--- src/rtl/uart_pkt_pkg.sv ---
// Shared types and constants for the UART packet decoder.
package uart_pkt_pkg;

    // Decoder framing state
    typedef enum logic [1:0] {
        IDLE    = 2'd0,
        PAYLOAD = 2'd1,
        CHECK   = 2'd2
    } state_t;

    // Completion status reported with pkt_done
    typedef enum logic [1:0] {
        ERR_NONE    = 2'd0,
        ERR_SUM     = 2'd1,
        ERR_LEN     = 2'd2,
        ERR_TIMEOUT = 2'd3
    } pkt_err_t;

    // Required value of header bits [15:8]
    localparam logic [7:0] PKT_SYNC = 8'hA5;

endpackage

--- src/rtl/uart_pkt_timeout.sv ---
// Inter-word timeout: down-counter reloaded by clear, decremented by enable.
// expire strobes combinationally in the TIMEOUT_CYC-th consecutive enabled cycle.
module uart_pkt_timeout #(
    parameter int unsigned TIMEOUT_CYC = 112500
) (
    input  logic clock,
    input  logic reset,
    input  logic clear,
    input  logic enable,
    output logic expire
);

    localparam int unsigned W = $clog2(TIMEOUT_CYC + 1);

    logic [W-1:0] count_q;
    logic [W-1:0] count_d;

    // Reload on clear, count down while enabled, flag the last allowed cycle
    always_comb begin
        count_d = count_q;
        expire  = 1'b0;
        if (clear) begin
            count_d = W'(TIMEOUT_CYC);
        end else if (enable) begin
            if (count_q <= W'(1)) begin
                expire  = 1'b1;
                count_d = W'(TIMEOUT_CYC);
            end else begin
                count_d = count_q - W'(1);
            end
        end
    end

    // Counter register
    always_ff @(posedge clock) begin
        if (reset) begin
            count_q <= '0;
        end else begin
            count_q <= count_d;
        end
    end

endmodule

--- src/rtl/uart_rx_packet.sv ---
// Packet decoder behind the 16-bit UART receiver: header / payload / checksum.
// Optional statistics counters are enabled with the UART_PKT_STATS_EN macro.
module uart_rx_packet
    import uart_pkt_pkg::*;
#(
    parameter logic [7:0]  SYNC        = PKT_SYNC,
    parameter int unsigned MAX_LEN     = 16,
    parameter int unsigned TIMEOUT_CYC = 112500
) (
    input  logic        clock,
    input  logic        reset,
    input  logic [15:0] rx_word,
    input  logic        rx_available,
    output logic [15:0] pkt_data,
    output logic        pkt_valid,
    output logic        pkt_sop,
    output logic        pkt_eop,
    output logic [7:0]  pkt_len,
    output logic        pkt_done,
    output logic [1:0]  pkt_err
`ifdef UART_PKT_STATS_EN
    ,
    output logic [15:0] pkt_count,
    output logic [7:0]  err_count
`endif
);

    state_t      state_q, state_d;
    logic [15:0] sum_q, sum_d;
    logic [7:0]  cnt_q, cnt_d;
    logic [7:0]  len_q, len_d;
    logic [15:0] data_q, data_d;
    logic        valid_q, valid_d;
    logic        sop_q, sop_d;
    logic        eop_q, eop_d;
    logic        done_q, done_d;
    pkt_err_t    err_q, err_d;

    logic sync_ok;
    logic len_ok;
    logic last_word;
    logic to_clear;
    logic to_enable;
    logic to_expire;

    assign sync_ok   = (rx_word[15:8] == SYNC);
    assign len_ok    = (rx_word[7:0] != 8'd0) && (rx_word[7:0] <= 8'(MAX_LEN));
    assign last_word = (cnt_q == len_q - 8'd1);

    // Timer runs only while a packet is open; any received word restarts it
    assign to_clear  = rx_available || (state_q == IDLE);
    assign to_enable = !rx_available && (state_q != IDLE);

    uart_pkt_timeout #(
        .TIMEOUT_CYC(TIMEOUT_CYC)
    ) u_timeout (
        .clock (clock),
        .reset (reset),
        .clear (to_clear),
        .enable(to_enable),
        .expire(to_expire)
    );

    // State and output registers
    always_ff @(posedge clock) begin
        if (reset) begin
            state_q <= IDLE;
            sum_q   <= '0;
            cnt_q   <= '0;
            len_q   <= '0;
            data_q  <= '0;
            valid_q <= 1'b0;
            sop_q   <= 1'b0;
            eop_q   <= 1'b0;
            done_q  <= 1'b0;
            err_q   <= ERR_NONE;
        end else begin
            state_q <= state_d;
            sum_q   <= sum_d;
            cnt_q   <= cnt_d;
            len_q   <= len_d;
            data_q  <= data_d;
            valid_q <= valid_d;
            sop_q   <= sop_d;
            eop_q   <= eop_d;
            done_q  <= done_d;
            err_q   <= err_d;
        end
    end

    // Next-state selection
    always_comb begin
        state_d = state_q;
        case (state_q)
            IDLE: begin
                if (rx_available && sync_ok && len_ok) begin
                    state_d = PAYLOAD;
                end
            end
            PAYLOAD: begin
                if (rx_available) begin
                    if (last_word) begin
                        state_d = CHECK;
                    end
                end else if (to_expire) begin
                    state_d = IDLE;
                end
            end
            CHECK: begin
                if (rx_available || to_expire) begin
                    state_d = IDLE;
                end
            end
            default: state_d = IDLE;
        endcase
    end

    // Datapath and strobe generation
    always_comb begin
        sum_d   = sum_q;
        cnt_d   = cnt_q;
        len_d   = len_q;
        data_d  = data_q;
        valid_d = 1'b0;
        sop_d   = 1'b0;
        eop_d   = 1'b0;
        done_d  = 1'b0;
        err_d   = ERR_NONE;
        case (state_q)
            IDLE: begin
                if (rx_available && sync_ok) begin
                    len_d = rx_word[7:0];
                    if (len_ok) begin
                        sum_d = rx_word;
                        cnt_d = '0;
                    end else begin
                        done_d = 1'b1;
                        err_d  = ERR_LEN;
                    end
                end
            end
            PAYLOAD: begin
                if (rx_available) begin
                    data_d  = rx_word;
                    valid_d = 1'b1;
                    sop_d   = (cnt_q == 8'd0);
                    eop_d   = last_word;
                    sum_d   = sum_q + rx_word;
                    cnt_d   = cnt_q + 8'd1;
                end else if (to_expire) begin
                    done_d = 1'b1;
                    err_d  = ERR_TIMEOUT;
                end
            end
            CHECK: begin
                if (rx_available) begin
                    done_d = 1'b1;
                    err_d  = (rx_word == sum_q) ? ERR_NONE : ERR_SUM;
                end else if (to_expire) begin
                    done_d = 1'b1;
                    err_d  = ERR_TIMEOUT;
                end
            end
            default: ;
        endcase
    end

    assign pkt_data  = data_q;
    assign pkt_valid = valid_q;
    assign pkt_sop   = sop_q;
    assign pkt_eop   = eop_q;
    assign pkt_len   = len_q;
    assign pkt_done  = done_q;
    assign pkt_err   = err_q;

`ifdef UART_PKT_STATS_EN
    logic [15:0] pcount_q, pcount_d;
    logic [7:0]  ecount_q, ecount_d;

    // Good packets wrap, errors saturate; both follow the pkt_done being issued
    always_comb begin
        pcount_d = pcount_q;
        ecount_d = ecount_q;
        if (done_d) begin
            if (err_d == ERR_NONE) begin
                pcount_d = pcount_q + 16'd1;
            end else if (ecount_q != 8'hFF) begin
                ecount_d = ecount_q + 8'd1;
            end
        end
    end

    // Statistics registers
    always_ff @(posedge clock) begin
        if (reset) begin
            pcount_q <= '0;
            ecount_q <= '0;
        end else begin
            pcount_q <= pcount_d;
            ecount_q <= ecount_d;
        end
    end

    assign pkt_count = pcount_q;
    assign err_count = ecount_q;
`else
    // No statistics counters in this build
`endif

endmodule

--- config.mk ---
export PLATFORM = sky130hd
export DESIGN_NAME = uart_rx_packet
export DESIGN_NICKNAME = d
export VERILOG_FILES = /design/src/rtl/uart_pkt_pkg.sv /design/src/rtl/uart_pkt_timeout.sv /design/src/rtl/uart_rx_packet.sv
export SDC_FILE = /design/constraint.sdc
export NUM_CORES = 1
export LEC_CHECK = 0
export ABC_AREA = 1
export ABC_CLOCK_PERIOD_IN_PS = 1700
export CAP_MARGIN = 20
export CORE_MARGIN = 2
export CORE_UTILIZATION = 39
export DETAILED_ROUTE_END_ITERATION = 7
export GPL_TIMING_DRIVEN = 0
export PLACE_DENSITY = 0.65
export SETUP_SLACK_MARGIN = 0.05
export SLEW_MARGIN = 30
export SYNTH_ARGS = -nofsm -noshare
export SYNTH_HDL_FRONTEND = slang
export SYNTH_SLANG_ARGS = --single-unit
--- constraint.sdc ---
create_clock -name clock -period 1.7 [get_ports clock]
set_input_delay 0.17 -clock clock [delete_from_list [all_inputs] [get_ports clock]]
set_output_delay 0.17 -clock clock [all_outputs]
set_load 0.01 [all_outputs]
---- After elaboration in Yosys (flattened, before gate mapping) ----
Cells that the tools add are included.
cells by class
  add/subtract/negate cells ............... 4
  $lt $le $gt $ge ......................... 2
  eq/ne operators ......................... 12
  muxes and demuxes ....................... 34
  bitwise operators ....................... 2
  reductions and logical operators ........ 20
operators by type and width
  operator                 number
  $mux W17                 3
  $mux W16                 3
  $pmux W16 S2             1
  $mux W8                  3
  $mux W2                  10
  $le A17 B1 Y1 const B    1
  $sub A17 B1 Y17 const B  1
  $add A16 B16 Y16         1
  $eq A16 B16 Y1           1
  $pmux W8 S2              1
  $pmux W2 S3              2
  $mux W1                  10
  $add A8 B1 Y8 const B    1
  $eq A8 B8 Y1             1
  $eq A8 B8 Y1 const B     1
  $le A8 B5 Y1 const B     1
  $logic_not A8 Y1         1
  $reduce_and A4 Y1        2
  $reduce_bool A8 Y1       1
  $sub A8 B1 Y8 const B    1
  $ne A2 B2 Y1 const B     3
  $ne A3 B3 Y1 const B     2
  $reduce_bool A2 Y1       3
  $logic_and A1 B1 Y1      4
  11 further kinds         16
word-level totals
  bits in registers ....................... 73
  input bits .............................. 19
  output and inout bits ................... 30
  logic and storage cells ................. 86

---- Longest topological paths before layout ----
Gate-level depths: netlist (run 1).
  word-level depth ........................ 7
  depth in mapped cells ................... 14
  depth with buffers taken out ............ 14

---- Hierarchy ----
A second synthesis (run 1) with hierarchy kept.
second synthesis, totals
  cell total of the unflattened synthesis .. 698
  area total of the unflattened synthesis .. 4583.1 um2
by module, submodules not included
  module            instances  cells each  area each (um2)  seq. area each (um2)
  uart_rx_packet    1          548         3573.4           1121.1
  uart_pkt_timeout  1          150         1009.7           340.3

---- Least setup slack after synthesis (run 1) ----
No wires, ideal clock.
  path type ............................... flip-flop to flip-flop
  from .................................... register sum_q[0]
  to ...................................... register sum_q[8]
  library setup time ...................... 0.117 ns
  arrival time ............................ 1.542 ns
  data required time ...................... 1.583 ns
  slack ................................... 0.040 ns
  stages on the path, launching flop included .. 12
  buffers on the path ..................... 0
  period minus slack after synthesis ...... 1.660 ns
  cell sequence ........................... dfxtp_1 -> ha_1 -> inv_1 -> fa_1 -> inv_1 -> nand3_1 -> nand3_1 -> a21oi_1 -> xor2_1 -> nand3_1 -> inv_1 -> nor2_1
between the ends
  word-level cells in the longest chain between the ends .. 3
ends and longest elaborated chain
  what                    line                   RTL
  start, declared         uart_rx_packet.sv:29   logic [15:0] sum_q, sum_d;
  start signal, assigned  uart_rx_packet.sv:79   sum_q <= sum_d;
  $add A16 B16 Y16        uart_rx_packet.sv:148  sum_d = sum_q + rx_word;
  $mux W16                uart_rx_packet.sv:143  if (rx_available) begin
  $pmux W16 S2            uart_rx_packet.sv:129  case (state_q)
No other way between the ends. The select of a mux whose other input is x is not followed.
A chain may end at the register's enable or synchronous reset.

---- Final worst setup path (run 1) ----
  from .................................... register sum_q[0]
  to ...................................... register sum_q[10]
The elaborated chain is that of the path after synthesis.

==> results of run 1 <==
kinds of logic (layout without fill, tap and decap cells):
| group | after synthesis | count (layout) | share of synthesized area [%] |
|---|---|---|---|
| adders and majority gates | 21 | 21 | 6.07 |
| DFF | 73 | 73 | 32.8 |
| xor gates and xnor gates | 21 | 21 | 4.13 |
| buffers and inverters | 123 | 196 | 11.3 |
| AOI/OAI and AO/OA | 102 | 102 | 12.0 |
| and+or+nand+nor | 351 | 351 | 33.7 |
cells in the final DEF (no fill, tap or decap), types with 3 or more instances in the layout:
master	Yosys	layout
a21oi_1	44	37
a21oi_2	0	7
a31oi_1	9	9
buf_2	5	3
buf_4	2	15
buf_6	3	4
clkbuf_1	10	8
clkbuf_16	0	9
clkbuf_2	2	4
clkdlybuf4s50_1	0	34
dfxtp_1	73	70
dfxtp_2	0	3
dlygate4sd2_1	0	8
dlymetal6s2s_1	0	4
ha_1	20	4
ha_4	0	14
inv_1	96	91
inv_2	3	7
nand2_1	174	159
nand2_2	2	16
nand3_1	50	39
nand3_2	0	8
nand3_4	0	3
nand4_1	15	15
nor2_1	89	76
nor2_2	4	15
nor3_1	7	7
nor4_1	3	3
o21ai_0	45	44
xnor2_1	5	5
xor2_1	16	16
synth_stat cells, drive strengths merged, types with 11 or more instances:
| library cell | count |
|---|---|
| dfxtp | 73 |
| nand2 | 177 |
| xor2 | 16 |
| nor2 | 93 |
| ha | 20 |
| clkbuf | 12 |
| o21ai | 45 |
| nand4 | 16 |
| inv | 100 |
| buf | 11 |
| a21oi | 44 |
| nand3 | 50 |
how the worst max path moves through the flow:
stage,from,end,slack [ns],cells after the start
2_1_floorplan,sum_q[0],sum_q[10],0.06,11
3_3_place_gp,rx_word[0],sum_q[10],-0.54,12
3_5_place_dp,rx_word[0],sum_q[10],-0.57,12
4_1_cts,sum_q[0],sum_q[10],0.03,11
5_1_grt,sum_q[0],sum_q[10],-0.13,12
6_report,sum_q[0],sum_q[10],-0.03,12
timing repair:
action                     4_1_cts  5_1_grt
setup endpoints to repair       26       41
pin swaps                        3       21
resized for setup               40       60
setup buffers                    4        8
worst max-delay path, cell delays in order, from the launching register on:
cell and delay [ns]:
dfxtp_2 0.35, ha_4 0.14, inv_2 0.04, fa_2 0.39, inv_2 0.07, nand4_1 0.09, nand2_2 0.15, nand2_2 0.07
nand2_1 0.05, nand2_1 0.05, nand3_1 0.07, nand2_1 0.06, a21oi_1 0.13
layout make-up:
| type | count | share of cell area, % |
|---|---|---|
| timing repair buffer | 58 | 9.36 |
| clock inverter | 4 | 0.894 |
| inverter | 100 | 6.47 |
| multi-input combinational | 495 | 48.7 |
| buffer | 23 | 2.32 |
| clock buffer | 11 | 4.30 |
| sequential | 73 | 24.9 |
| tap | 143 | 3.04 |
through the flow:
| stage | util [%] | worst slack [ns] | total power, W |
|---|---|---|---|
| CTS | 49.7 | 0.0257 | 0.00400 |
| detailed placement | 45.2 | -0.570 | 0.00205 |
| global placement | 45.2 | -0.544 | 0.00205 |
| global route | 52.2 | -0.131 | 0.00414 |
| floorplan | - | 0.0574 | 0.00194 |
| finish | 52.2 | -0.0348 | 0.00401 |
metal layers:
layer	part of all wire (%)	wire length [µm]	vias up	global-route usage [%]
met5	0	0	-	0
met4	2.3	313	0	7.50
met3	5.9	787	26	4.26
met2	47	6260	151	35.1
met1	45	5970	2147	27.3
li1	-	-	2349	-
sequential cells by signal, indices dropped and copies added, names as in the netlist, 2 cells and up:
name,flops
cnt_q,8
pkt_data,16
pkt_err,2
pkt_len,8
state_q,2
sum_q,16
u_timeout.count_q,17
power by group through the flow:
stage	Clock, W	Combinational [W]	Sequential [W]
2_1_floorplan	0	0.000164	0.00177
3_3_place_gp	0	0.000272	0.00177
3_5_place_dp	0	0.000276	0.00177
4_1_cts	0.00197	0.000292	0.00174
5_1_grt	0.00205	0.000348	0.00174
6_report	0.00195	0.000317	0.00174
==> results.py, run 1 <==
metrics = {
    "clock_tree": {
        "tritoncts": "yes",
        "cts_root_buf": "clkbuf_16",
        "cts_max_level": 3,
        "cts_hold_buf": 0,
        "cts_inserted_buffers": 9,
        "clkLatencyLatePin_ns": 0.34,
        "clock_path_buffers": 2,
        "numClockSinks": 73,
        "clkTransAtPathRegs_ns": 0.06,
    },
    "die": {
        "core_mm2": 0.0113,
        "die_h_um": 111,
        "design.die.area_mm2": 0.0123,
        "start_util_pct": 39.5,
        "die_x_um": 111,
        "ioPinCount": 49,
        "rows": 39,
    },
    "synthesis": {
        "postSynthAreaPerCell_um2": 6.44,
        "seq_area_frac_synth_pct": 32.8,
        "ys_dominant_reg_cell": "dfxtp_1",
        "ys.warnings.count": 0,
        "syn-cell-area_mm2": 0.00445,
        "async_flop_share_pct": 0,
        "yosys-top-cells-area": "dfxtp_1, nand2_1, inv_1",
        "syn_nets": 731,
        "syn_inst": 691,
        "synth_cell_types": 34,
        "synth_edf_count": 0,
        "yosys.area.top_type": "dfxtp_1",
        "ys_seq_elements": 73,
        "synth_top_area_share_pct": 32.8,
    },
    "placement": {
        "numPortBuffers": 46,
        "place_hpwl_um": 9820,
        "place_inst": 880,
        "dpl_cell_area_mm2": 0.00510,
        "gp_congestion": 0.936,
    },
    "hold_path": {
        "hold_end": "sum_q[11]",
        "hold_depth": 3,
        "min_from": "rx_available",
        "hp-class": "input pin to flip-flop",
    },
    "setup_path": {
        "required_ns": 1.97,
        "r2r-start": "sum_q[0]",
        "crit_type": "flip-flop to flip-flop",
        "startpoint_type": "flip-flop",
        "r2r_slack_ns": -0.03,
        "reg2reg_to": "sum_q[10]",
        "crit_fanout": 4,
        "arrival_ns": 2.00,
        "reg2reg_depth": 12,
        "endpoint_kind": "flip-flop",
    },
    "timing": {
        "fin_worst_skew_ns": 0.00941,
        "fin_crit_ns": 1.73,
        "slew_headroom_pct": 57.3,
        "hold_viol_final": 0,
        "whs_ns": 0.201,
        "grt_setup_unrepaired": "yes",
        "fin_ws_ns": -0.0348,
        "finalCritPeriodShare_pct": 102,
        "drv_slew": 0,
        "setup_violations": 2,
        "worstMarginPinSlew_ns": 0.640,
        "max_freq_mhz": 576,
        "fin_setup_tns_ns": -0.0441,
    },
    "grt": {
        "grt_pass1_vias": 4265,
        "gr-total-overflow": 0,
        "grtUsageTotal_pct": 21.1,
        "grt_antenna_before_repair": 0,
        "grt_pass1_wl_um": 21100,
        "grt_max_degree": 13,
    },
    "power": {
        "p_leak_nw": 2.70,
        "clockPowerShare_pct": 48.7,
        "ir_drop_mv": 0.391,
        "p_comb_share_pct": 7.9,
        "pwr_density_cell_mw_per_mm2": 682,
        "pwr-share-seq_pct": 43.3,
        "intPower_w": 0.00305,
        "switching_share_pct": 23.9,
        "switching_power_w": 0.000959,
    },
    "final_layout": {
        "layout.area.seq_mm2": 0.00147,
        "diodes": 0,
        "nFillCells": 1089,
        "synthToLayoutAreaGrowth_pct": 32.1,
        "fin_cells": 907,
        "finalNetCount": 800,
        "drive_gt1_share_pct": 16.9,
        "multi_input_area_mm2": 0.00286,
        "design_area_mm2": 0.00588,
    },
    "detailed_routing": {
        "drt_iter0_drc": 273,
        "drc": 0,
        "routed_via_density": 5.15,
        "wl_um": 13300,
        "drt_pass1_iterations": 5,
        "vias": 4673,
        "ant_nets": 0,
        "routedWlPerCell_um": 14.7,
    },
    "run": {
        "drv_cap": 0,
    },
    "run_status": {
        "violations": "setup timing",
        "status": "finished with violations",
    },
}
Power figures use the tool's default switching activity.
==> run 2, diff against run 1 <==
--- a/config.mk
+++ b/config.mk
@@ -12,6 +12,7 @@
 export CORE_UTILIZATION = 39
 export DETAILED_ROUTE_END_ITERATION = 7
 export GPL_TIMING_DRIVEN = 0
+export HOLD_SLACK_MARGIN = 0.1
 export PLACE_DENSITY = 0.65
 export SETUP_SLACK_MARGIN = 0.05
 export SLEW_MARGIN = 30
==> results of run 2 <==
The final DEF is identical to that of run 1; final timing and power are the same.
